**config.mk**
```make
export PLATFORM = sky130hd
export DESIGN_NAME = uart_rx
export DESIGN_NICKNAME = d
export VERILOG_FILES = /design/src/rtl/uart_rx.sv
export SDC_FILE = /design/constraint.sdc
export NUM_CORES = 1
export LEC_CHECK = 0
export CORE_UTILIZATION = 36
export CTS_CLUSTER_DIAMETER = 150
export CTS_CLUSTER_SIZE = 8
export DETAILED_ROUTE_END_ITERATION = 6
export PLACE_DENSITY_LB_ADDON = 0.25
export SLEW_MARGIN = 15
export SYNTH_ARGS = -nofsm -noshare
export SYNTH_HDL_FRONTEND = slang
export SYNTH_SLANG_ARGS = --single-unit
export TNS_END_PERCENT = 5
```
**constraint.sdc**
```tcl
create_clock -name clk -period 1.6 [get_ports clk]
set_input_delay 0.24 -clock clk [delete_from_list [all_inputs] [get_ports clk]]
set_output_delay 0.24 -clock clk [all_outputs]
set_load 0.005 [all_outputs]
```
**src/rtl/uart_rx.sv**
```systemverilog
// 16x-oversampling UART receiver: 2-flop input synchronizers, start-bit glitch rejection, LSB-first data.
// Optional even-parity check is enabled by defining UART_RX_PARITY_EN (adds parity_err).
module uart_rx #(
  parameter int DATA_BITS = 8,
  parameter int SB_TICKS  = 16
) (
  input  logic                 clk,
  input  logic                 rst,
  input  logic                 tick,
  input  logic                 rx,
  output logic [DATA_BITS-1:0] dout,
  output logic                 rx_done,
  output logic                 frame_err
`ifdef UART_RX_PARITY_EN
  ,
  output logic                 parity_err
`endif
);

  localparam logic [2:0] LAST_BIT = 3'(DATA_BITS - 1);
  // The stop bit is counted in blocks of 16 strobes; n tracks the block index.
  localparam logic [2:0] LAST_BLK = 3'(SB_TICKS / 16 - 1);

`ifdef UART_RX_PARITY_EN
  typedef enum logic [2:0] {
    ST_IDLE   = 3'd0,
    ST_START  = 3'd1,
    ST_DATA   = 3'd2,
    ST_PARITY = 3'd3,
    ST_STOP   = 3'd4
  } state_t;
`else
  typedef enum logic [2:0] {
    ST_IDLE   = 3'd0,
    ST_START  = 3'd1,
    ST_DATA   = 3'd2,
    ST_STOP   = 3'd4
  } state_t;
`endif

  state_t                 r_state, w_state_nx;
  logic [3:0]             r_s, w_s_nx;
  logic [2:0]             r_n, w_n_nx;
  logic [DATA_BITS-1:0]   r_b, w_b_nx;
  logic [DATA_BITS-1:0]   w_dout_nx;
  logic                   w_done_nx;
  logic                   w_ferr_nx;
  logic                   r_rx_s1, r_rx_s2, r_rx_d;
  logic                   r_tick_s1, r_tick_s2, r_tick_d;
  logic                   w_strobe;
  logic                   w_fall;
`ifdef UART_RX_PARITY_EN
  logic                   r_par, w_par_nx;
  logic                   w_perr_nx;
`endif

  // Input synchronizers plus one delayed copy of each for edge detection.
  always_ff @(posedge clk or negedge rst) begin
    if (!rst) begin
      r_rx_s1   <= 1'b1;
      r_rx_s2   <= 1'b1;
      r_rx_d    <= 1'b1;
      r_tick_s1 <= 1'b0;
      r_tick_s2 <= 1'b0;
      r_tick_d  <= 1'b0;
    end else begin
      r_rx_s1   <= rx;
      r_rx_s2   <= r_rx_s1;
      r_rx_d    <= r_rx_s2;
      r_tick_s1 <= tick;
      r_tick_s2 <= r_tick_s1;
      r_tick_d  <= r_tick_s2;
    end
  end

  assign w_strobe = r_tick_s2 & ~r_tick_d;
  assign w_fall   = r_rx_d & ~r_rx_s2;

  // State, counters, shift register and registered output pulses.
  always_ff @(posedge clk or negedge rst) begin
    if (!rst) begin
      r_state   <= ST_IDLE;
      r_s       <= 4'd0;
      r_n       <= 3'd0;
      r_b       <= '0;
      dout      <= '0;
      rx_done   <= 1'b0;
      frame_err <= 1'b0;
`ifdef UART_RX_PARITY_EN
      r_par      <= 1'b0;
      parity_err <= 1'b0;
`endif
    end else begin
      r_state   <= w_state_nx;
      r_s       <= w_s_nx;
      r_n       <= w_n_nx;
      r_b       <= w_b_nx;
      dout      <= w_dout_nx;
      rx_done   <= w_done_nx;
      frame_err <= w_ferr_nx;
`ifdef UART_RX_PARITY_EN
      r_par      <= w_par_nx;
      parity_err <= w_perr_nx;
`endif
    end
  end

  // Next-state, counter and output logic; every field held unless a strobe acts on it.
  always_comb begin
    w_state_nx = r_state;
    w_s_nx     = r_s;
    w_n_nx     = r_n;
    w_b_nx     = r_b;
    w_dout_nx  = dout;
    w_done_nx  = 1'b0;
    w_ferr_nx  = 1'b0;
`ifdef UART_RX_PARITY_EN
    w_par_nx   = r_par;
    w_perr_nx  = 1'b0;
`endif
    case (r_state)
      ST_IDLE: begin
        if (w_fall) begin
          w_state_nx = ST_START;
          w_s_nx     = 4'd0;
        end else begin
          w_state_nx = ST_IDLE;
        end
      end
      ST_START: begin
        if (w_strobe && (r_s == 4'd7)) begin
          w_s_nx     = 4'd0;
          w_n_nx     = 3'd0;
          w_state_nx = r_rx_s2 ? ST_IDLE : ST_DATA;
        end else if (w_strobe) begin
          w_s_nx = r_s + 4'd1;
        end else begin
          w_s_nx = r_s;
        end
      end
      ST_DATA: begin
        if (w_strobe && (r_s == 4'd15)) begin
          w_s_nx = 4'd0;
          w_b_nx = {r_rx_s2, r_b[DATA_BITS-1:1]};
          if (r_n == LAST_BIT) begin
            w_n_nx = 3'd0;
`ifdef UART_RX_PARITY_EN
            w_state_nx = ST_PARITY;
`else
            w_state_nx = ST_STOP;
`endif
          end else begin
            w_n_nx = r_n + 3'd1;
          end
        end else if (w_strobe) begin
          w_s_nx = r_s + 4'd1;
        end else begin
          w_s_nx = r_s;
        end
      end
`ifdef UART_RX_PARITY_EN
      ST_PARITY: begin
        if (w_strobe && (r_s == 4'd15)) begin
          w_s_nx     = 4'd0;
          w_par_nx   = r_rx_s2;
          w_state_nx = ST_STOP;
        end else if (w_strobe) begin
          w_s_nx = r_s + 4'd1;
        end else begin
          w_s_nx = r_s;
        end
      end
`endif
      ST_STOP: begin
        if (w_strobe && (r_s == 4'd15) && (r_n == LAST_BLK)) begin
          w_s_nx     = 4'd0;
          w_n_nx     = 3'd0;
          w_state_nx = ST_IDLE;
          // Framing error wins over a parity mismatch; dout only moves on a clean frame.
          if (!r_rx_s2) begin
            w_ferr_nx = 1'b1;
`ifdef UART_RX_PARITY_EN
          end else if (^{r_b, r_par}) begin
            w_perr_nx = 1'b1;
`endif
          end else begin
            w_dout_nx = r_b;
            w_done_nx = 1'b1;
          end
        end else if (w_strobe && (r_s == 4'd15)) begin
          w_s_nx = 4'd0;
          w_n_nx = r_n + 3'd1;
        end else if (w_strobe) begin
          w_s_nx = r_s + 4'd1;
        end else begin
          w_s_nx = r_s;
        end
      end
      default: begin
        w_state_nx = ST_IDLE;
        w_s_nx     = 4'd0;
        w_n_nx     = 3'd0;
      end
    endcase
  end

endmodule

```
==> results of run 1 <==
-- metal layers --
metal  share of wire [%]  wire, µm  GRT usage [%]
met2                  46      1260           23.4
met5                   0         0              0
met4                 1.5        42           5.59
met3                 4.4       120           3.42
met1                  48      1320           17.9
-- registers in the layout, summed over array words and instances, names as in the netlist, 3 cells and up --
name / count
dout: 8
r_b: 8
r_s: 4
r_n: 3
r_state: 3
-- layout make-up --
type	count	area, µm²
tap	50	62.6
inverter	4	15.0
sequential	34	857
fill	350	2080
multi-input combinational	76	633
timing repair buffer	29	267
clock buffer	8	90.1
-- power by group --
group	switching [mW]	internal, mW
sequential	0.0743	0.927
clock	0.285	0.351
combinational	0.192	0.195
-- cells in the mapped netlist (2+ instances only) --
cell type  number  share of area, %
inv_1           3              0.75
mux2i_1         2               1.3
dfstp_2         3               5.2
xor2_1          2               1.2
nand4b_1        2               1.2
nor2_1          8               2.0
buf_6           2               1.5
nand2_1         3              0.75
nand3_1         4               1.3
or3_1           2              0.83
ha_1            4               3.3
mux2_2         17                13
nor2b_1         4               1.7
dfrtp_1        31                51
a21oi_1         5               1.7
o21ai_0         4               1.3
-- per-stage QoR --
step | setup TNS [ns] | total power, mW | instance area, µm²
floorplan | -1.24 | 1.21 | 1510
global placement | -2.09 | 1.37 | 1810
detailed placement | -3.27 | 1.39 | 1810
CTS | -1.03 | 2.04 | 1910
global route | -2.84 | 2.14 | 1920
finish | -0.853 | 2.02 | 1920
-- cells by family (layout without fill, tap and decap cells) --
logic type,after synthesis,count (layout),synth area share (%)
and+or+nand+nor,35,35,14.7
DFF,34,34,56.6
muxes,19,19,14.0
AOI/OAI and AO/OA,16,16,7.29
buffers and inverters,7,41,2.98
adders and majority gates,4,4,3.31
xor gates and xnor gates,2,2,1.16
-- timing repair --
action	in CTS	in global routing
resized for setup	8	3
gates cloned	0	0
endpoints found under the setup margin	25	24
hold buffers	0	0
pin swaps	4	0
-- path summary, 6_finish.rpt --
| path | endpoint | slack (ns) | start |
|---|---|---|---|
| worst max-delay path | r_n[2] | -0.13 | r_s[0] |
| worst min-delay path | r_n[2] | 0.32 | rst |
| worst max register to register | r_n[2] | -0.13 | r_s[0] |
| worst min register to register | r_tick_s2 | 0.36 | r_tick_s1 |
| max in group asynchronous | r_rx_d | 1.02 | rst |
| min in group clk | r_tick_s2 | 0.36 | r_tick_s1 |
==> out/metrics.yaml, run 1 <==
outcome:
  status: "finished with violations"
  violations: "negative setup slack"
clock_network:
  cts_tree: "yes"
  cts_setup_buffers: 0
  cts_inserted_buffers: 5
  cts_htree_levels: 2
  cts-root-buf: "clkbuf_8"
  clockBufferDepth: 2
  numClockSinks: 34
  clkLatencyLatePin_ns: 0.28
  path_clk_slew_ns: 0.07
power_and_ir_drop:
  p_leak_nw: 0.902
  vdd_drop_max_mv: 0.614
  p_per_area_mw_per_mm2: 1050
drt:
  num_vias: 1015
  ant_nets: 0
  drc: 0
  wl_per_cell_um: 13.7
  wl_um: 2750
  dr.pass1.iters: 4
  viasPerCell: 5.05
  drt_iter0_drc: 27
layout:
  finish.utilization_pct: 48.1
  drive_above_1_share_pct: 37.1
  final_common_cell: "dfrtp_1"
  instances_no_fill: 201
  nets: 158
  antenna_cells: 0
  syn2layout_area_growth_pct: 27.4
  layout_common_cells: "29 x dfrtp_1, 17 x mux2_2, 14 x buf_4"
global_routing:
  track_usage_pct: 14.2
  grt_first_pass_wirelength_um: 4620
  grt_max_degree: 35
  grt_pass1_vias: 1026
  antenna_found_initial: 0
  grt_overflow: 0
floorplan:
  dieArea_mm2: 0.00446
  die_x_um: 66.8
  initial_core_util_pct: 37.8
  io_pins: 14
  num_rows: 23
  coreArea_mm2: 0.00400
  die_y_um: 66.8
place:
  dp_hpwl_um: 1900
  port_buffers: 13
  dp_cells: 193
  post-place-ws_ns: -0.171
  place_congestion: 0.804
logic_synthesis:
  synth_warnings: 0
  netlist_area_mm2: 0.00151
  synth_fp_nets: 125
  async_reset_ff_share_pct: 100
  synth-seq-cells: 34
  ys_seq_area_share_pct: 56.6
  synth_ff_type: "dfrtp_1"
  synth_cell_types: 37
  synth_area_per_cell_um2: 12.9
  synth_edf_count: 0
  syn_inst: 117
critical_path:
  critPathRequiredTime_ns: 1.76
  worstPathCellList: "ha_1 -> buf_4 -> nand4b_1 -> or3_4 -> o21ai_2 -> mux2_2"
  critPathTopFamily: "simple AND/OR/NAND/NOR gates"
  crit_path_top_delay_cell: "or3_4"
  crit_buf_inv: 1
  cp_num_cells: 6
  critPathArrivalTime_ns: 1.90
  crit_type: "reg -> reg"
  cp_max_fo: 4
  startpoint_type: "flop"
  rr_worst_depth: 6
  timing.critical_path.to_type: "flop"
  slowest_delay_ns: 0.39
sta:
  hold_viol: 0
  setup_viol: 20
  fmax_mhz: 577
  finClkSkew_ns: 0.00806
  fin_crit_ns: 1.73
  drv_slew: 0
  hold_slack_ns: 0.323
  fin_ws_ns: -0.132
  worstMarginPinSlew_ns: 0.433
  finalCritPeriodShare_pct: 108
  rsz0062_at_grt: "true"
  slew-limit-headroom_pct: 71.1
hold_path:
  hold_class: "in -> async"
run:
  cap_violations: 0
No activity file was read; power rests on OpenSTA's default activity.
==> inputs of run 2 (changes only) <==
Settings changed: CORE_MARGIN set to 2.
==> out/metrics.yaml, run 2 (synthesis gave the netlist of run 1 again) <==
power_and_ir_drop:
  p_per_area_mw_per_mm2: 1080  # +2.8%
  p_leak_nw: 0.931  # +3.3%
  vdd_drop_max_mv: 0.766  # +25%
  power_mw: 2.18  # +7.9%
layout:
  nets: 160  # +1.3%
  syn2layout_area_growth_pct: 33.7
  antenna_cells: 0  # unchanged
  layout_common_cells: "31 x dfrtp_1, 15 x buf_4, 13 x clkdlybuf4s50_1"
  largestRegisters: "dout x8, r_b x8, r_s x4"
  final_common_cell: "dfrtp_1"
  instances_no_fill: 203  # +1.0%
  n_fill_cell: 359  # +2.6%
  drive_above_1_share_pct: 37.9  # +0.82 points
global_routing:
  grt_max_degree: 35  # unchanged
  grt_pass1_vias: 1013  # -1.3%
  grt_first_pass_wirelength_um: 4730  # +2.4%
  antenna_found_initial: 0  # unchanged
  track_usage_pct: 13.8  # -0.40 points
  grt_overflow: 0  # unchanged
clock_network:
  numClockSinks: 34  # unchanged
  cts_htree_levels: 2  # unchanged
  cts_inserted_buffers: 5  # unchanged
  clockBufferDepth: 2  # unchanged
  cts-root-buf: "clkbuf_8"
  path_clk_slew_ns: 0.07  # about the same
  cts_tree: "yes"
  clkLatencyLatePin_ns: 0.28  # about the same
  cts_hold_buf: 0  # unchanged
drt:
  ant_nets: 0  # unchanged
  viasPerCell: 5.07  # +0.38%
  num_vias: 1029  # +1.4%
  dr.pass1.iters: 4  # unchanged
  wl_per_cell_um: 14.3  # +4.9%
  drc: 0  # unchanged
  wl_um: 2910  # +5.9%
  drt_iter0_drc: 30  # +11%
sta:
  setup_viol: 23  # +15%
  worstMarginPinSlew_ns: 0.417  # -0.0160 ns
  fin_ws_ns: -0.180  # -0.0488 ns
  fmax_mhz: 562  # -2.7%
  tns_ns: -2.01  # -1.16 ns
  fin_crit_ns: 1.78  # +0.0488 ns
  slew-limit-headroom_pct: 71.8  # +0.71 points
  drv_slew: 0  # unchanged
  hold_slack_ns: 0.328  # +0.00478 ns
  finClkSkew_ns: 0.00595  # -0.00211 ns
  rsz0062_at_grt: "true"
  hold_viol: 0  # unchanged
  finalCritPeriodShare_pct: 111  # +3.0 points
floorplan:
  die_x_um: 68.8  # +3.0%
  num_rows: 23  # unchanged
  die_y_um: 68.8  # +3.0%
  io_pins: 14  # unchanged
  coreArea_mm2: 0.00403  # +0.72%
  initial_core_util_pct: 37.5  # -0.27 points
  dieArea_mm2: 0.00473  # +6.1%
place:
  post-place-ws_ns: -0.191  # -0.0194 ns
  dp_hpwl_um: 1890  # -0.41%
  place_congestion: 0.803  # about the same
  dp_cells: 193  # unchanged
  port_buffers: 13  # unchanged
run:
  cap_violations: 0  # unchanged
hold_path:
  hold_class: "in -> async"
critical_path:
  cp_max_fo: 4  # unchanged
  crit_type: "reg -> reg"
  timing.critical_path.to_type: "flop"
  critPathRequiredTime_ns: 1.77  # about the same
  r2r_setup_slack_ns: -0.18  # -0.05 ns
  critPathArrivalTime_ns: 1.95  # +0.05 ns
  startpoint_type: "flop"
outcome:
  status: "finished with violations"
  violations: "negative setup slack"
[run 2: worst paths after layout]
check / cells past startpoint / end / start
setup / recovery: 6 / r_n[1] / r_s[0]
hold / removal: 2 / r_state[1] / rst
setup reg to reg: 6 / r_n[1] / r_s[0]
hold reg to reg: 0 / r_tick_s2 / r_tick_s1
max in group asynchronous: 2 / r_rx_d / rst
min in group clk: 0 / r_tick_s2 / r_tick_s1
[run 2: through the flow]
step / instance area [µm²] / util, %
after floorplan: 1510 / -
after global placement: 1820 / 45.1
after detailed placement: 1820 / 45.1
after CTS: 1950 / 48.3
after global routing: 2020 / 50.1
final: 2020 / 50.1
[run 2: what timing repair did]
item / 4_1_cts / 5_1_grt
gates resized for setup: 8 / 13
pin swaps: 5 / 3
gates cloned: 0 / 0
endpoints found under the hold margin: 0 / 0
buffers inserted: 0 / 2
endpoints found under the setup margin: 24 / 25
[run 2: metal layers]
metal	vias to the layer above	share of wire [%]	global-route usage, %
met1	518	47	18.2
met5	-	0	0
met3	4	2.3	3.90
met4	0	1.2	5.88
li1	494	-	-
met2	13	49	21.4
[run 2: final cells by class]
| cell class | instances | area (µm²) | area share [%] |
|---|---|---|---|
| clock inverters | 2 | 16.3 | 0.805 |
| repair buffers | 31 | 294 | 14.6 |
| multi-input cells | 76 | 694 | 34.4 |
| inverters | 4 | 15.0 | 0.743 |
| flip-flops and latches | 34 | 855 | 42.3 |
| clock buffers | 6 | 82.6 | 4.09 |
| well taps | 50 | 62.6 | 3.10 |
[run 2: critical path, stage by stage, from the launching register on]
cell	delay, ns
dfrtp_1	0.42
ha_4	0.16
buf_6	0.09
nand4b_1	0.13
or3_4	0.45
o21ai_4	0.10
mux2_4	0.32
[run 2: report_power, final]
group          internal [mW]  switching, mW  total [mW]
Clock                  0.354          0.320       0.674
Combinational          0.262          0.230       0.492
Sequential             0.926         0.0909        1.02
Total                   1.54          0.642        2.18
==> inputs of run 3 (changes only) <==
Clock period 1.6 ns to 1.8 ns, I/O delays scaled along.
==> out/metrics.yaml, run 3 (synthesis gave the netlist of run 1 again) <==
outcome:
  status: "complete, no violations"
critical_path:
  crit_path_top_delay_cell: "dfrtp_1"
  crit_type: "reg -> reg"
  r2r_setup_slack_ns: 0.07  # +0.25 ns
  critPathTopFamily: "simple AND/OR/NAND/NOR gates"
  critPathArrivalTime_ns: 1.89  # -0.06 ns
  crit_buf_inv: 1  # unchanged
  timing.critical_path.to_type: "flop"
  startpoint_type: "flop"
  critPathRequiredTime_ns: 1.96  # +0.19 ns
  r2r-end: "dout[1]"
  worstPathCellList: "ha_2 -> and4b_2 -> nand2_4 -> nor3_4 -> buf_4 -> mux2_2"
  cp_max_fo: 5  # +1
  slowest_delay_ns: 0.38  # -0.07 ns
  r2r_start: "r_s[1]"
  cp_num_cells: 6  # unchanged
  rr_worst_depth: 6  # unchanged
power_and_ir_drop:
  p_leak_nw: 0.862  # -7.5%
  p_switching_mw: 0.481  # -25%
  power_frac_seq_pct: 51.3  # +4.7 points
  power.internal_mw: 1.26  # -18%
  p_per_area_mw_per_mm2: 948  # -12%
  p_clk_share_pct: 32.3  # +1.4 points
  vdd_drop_max_mv: 0.681  # -11%
  power_frac_comb_pct: 16.4  # -6.1 points
  sw_frac_of_total_pct: 27.6  # -1.8 points
floorplan:
  num_rows: 23  # unchanged
  die_x_um: 68.8  # unchanged
  dieArea_mm2: 0.00473  # unchanged
  initial_core_util_pct: 37.5  # unchanged
  io_pins: 14  # unchanged
  coreArea_mm2: 0.00403  # unchanged
  die_y_um: 68.8  # unchanged
global_routing:
  grt_overflow: 0  # unchanged
  grt_max_degree: 35  # unchanged
  track_usage_pct: 13.3  # -0.56 points
  grt_pass1_vias: 986  # -2.7%
  antenna_found_initial: 0  # unchanged
  grt_first_pass_wirelength_um: 4510  # -4.7%
clock_network:
  clkLatencyLatePin_ns: 0.28  # about the same
  cts_inserted_buffers: 5  # unchanged
  path_clk_slew_ns: 0.07  # about the same
  clockBufferDepth: 2  # unchanged
  numClockSinks: 34  # unchanged
  cts_htree_levels: 2  # unchanged
  cts_tree: "yes"
  cts-root-buf: "clkbuf_8"
  cts_hold_buf: 0  # unchanged
sta:
  rsz0062_at_grt: "true"
  slew-limit-headroom_pct: 69.5  # -2.3 points
  finClkSkew_ns: 0.00746  # +0.00151 ns
  finalCritPeriodShare_pct: 95.9  # -15 points
  worstMarginPinSlew_ns: 0.452  # +0.0344 ns
  fmax_mhz: 579  # +3.1%
  fin_crit_ns: 1.73  # -0.0544 ns
  setup_viol: 0  # -100%
  hold_viol: 0  # unchanged
  tns_ns: 0  # +2.01 ns
  drv_slew: 0  # unchanged
  fin_ws_ns: 0.0740  # +0.254 ns
run:
  cap_violations: 0  # unchanged
place:
  port_buffers: 13  # unchanged
  place_area_mm2: 0.00173  # -5.1%
  post-place-ws_ns: 0.00735  # +0.198 ns
  place_congestion: 0.832  # +3.6%
  dp_hpwl_um: 1860  # -1.8%
layout:
  drive_above_1_share_pct: 32.2  # -5.7 points
  layout_common_cells: "31 x dfrtp_1, 17 x mux2_2, 13 x clkdlybuf4s50_1"
  nets: 150  # -6.3%
  syn2layout_area_growth_pct: 21.7
  antenna_cells: 0  # unchanged
  final_common_cell: "dfrtp_1"
  largestRegisters: "dout x8, r_b x8, r_s x4"
  n_fill_cell: 377  # +5.0%
  fin_area_mm2: 0.00184  # -9.0%
drt:
  dr.pass1.iters: 4  # unchanged
  num_vias: 977  # -5.1%
  drc: 0  # unchanged
  wl_um: 2660  # -8.8%
  drt_iter0_drc: 25  # -17%
  ant_nets: 0  # unchanged
  wl_per_cell_um: 13.8  # -4.1%
  viasPerCell: 5.06  # -0.13%
hold_path:
  min_from: "r_tick_s1"
  min_delay_path_depth: 0
  hold_class: "reg -> reg"
  whs_endpoint: "r_tick_s2"
==> run 3: cell type report <==
type	instances	area, µm²	share of cell area, %
Inverter	4	15.0	0.817
Tap cell	50	62.6	3.40
Sequential cell	34	855	46.5
Multi-Input combinational cell	76	621	33.8
Clock inverter	1	5.00	0.272
Clock buffer	7	86.3	4.70
Timing Repair Buffer	21	194	10.6
==> run 3: routing by layer <==
| metal | GRT usage [%] | routed length, µm | vias to the layer above |
|---|---|---|---|
| met4 | 6.37 | 53 | 0 |
| met1 | 17.4 | 1260 | 478 |
| met5 | 0 | 0 | - |
| met3 | 4.22 | 127 | 6 |
| met2 | 20.0 | 1220 | 22 |
| li1 | - | - | 471 |
==> run 3: repair_timing <==
item | 4_1_cts | 5_1_grt
setup buffers | 0 | 1
setup endpoints to repair | 11 | 16
resized for setup | 3 | 3
pin swaps | 0 | 2
gates cloned | 0 | 0
==> run 3: through the flow <==
stage                     total power [mW]  hold slack, ns  instances  utilization (%)
final                                 1.74           0.352        193             45.6
after CTS                             1.74           0.359        192             45.2
after global routing                  1.84           0.363        193             45.6
after global placement                1.14           0.338        184             42.8
after detailed placement              1.16           0.345        184             42.8
after floorplan                       1.08         -0.0256        117                -
==> run 3: power groups by stage <==
stage / clock network [mW] / logic (mW) / registers (mW)
after floorplan: 0 / 0.208 / 0.872
after global placement: 0 / 0.244 / 0.898
after detailed placement: 0 / 0.260 / 0.904
after CTS: 0.585 / 0.263 / 0.891
after global routing: 0.615 / 0.317 / 0.905
final: 0.562 / 0.285 / 0.894
==> run 3: worst max path at each step <==
stage	slack [ns]	start	endpoint
2_1_floorplan	0.1	r_s[0]	dout[0]
3_3_place_gp	0.04	r_s[1]	dout[3]
3_5_place_dp	0.007	r_s[1]	dout[6]
4_1_cts	0.01	r_s[1]	r_s[1]
5_1_grt	-0.008	r_s[1]	r_n[1]
6_report	0.07	r_s[1]	dout[1]
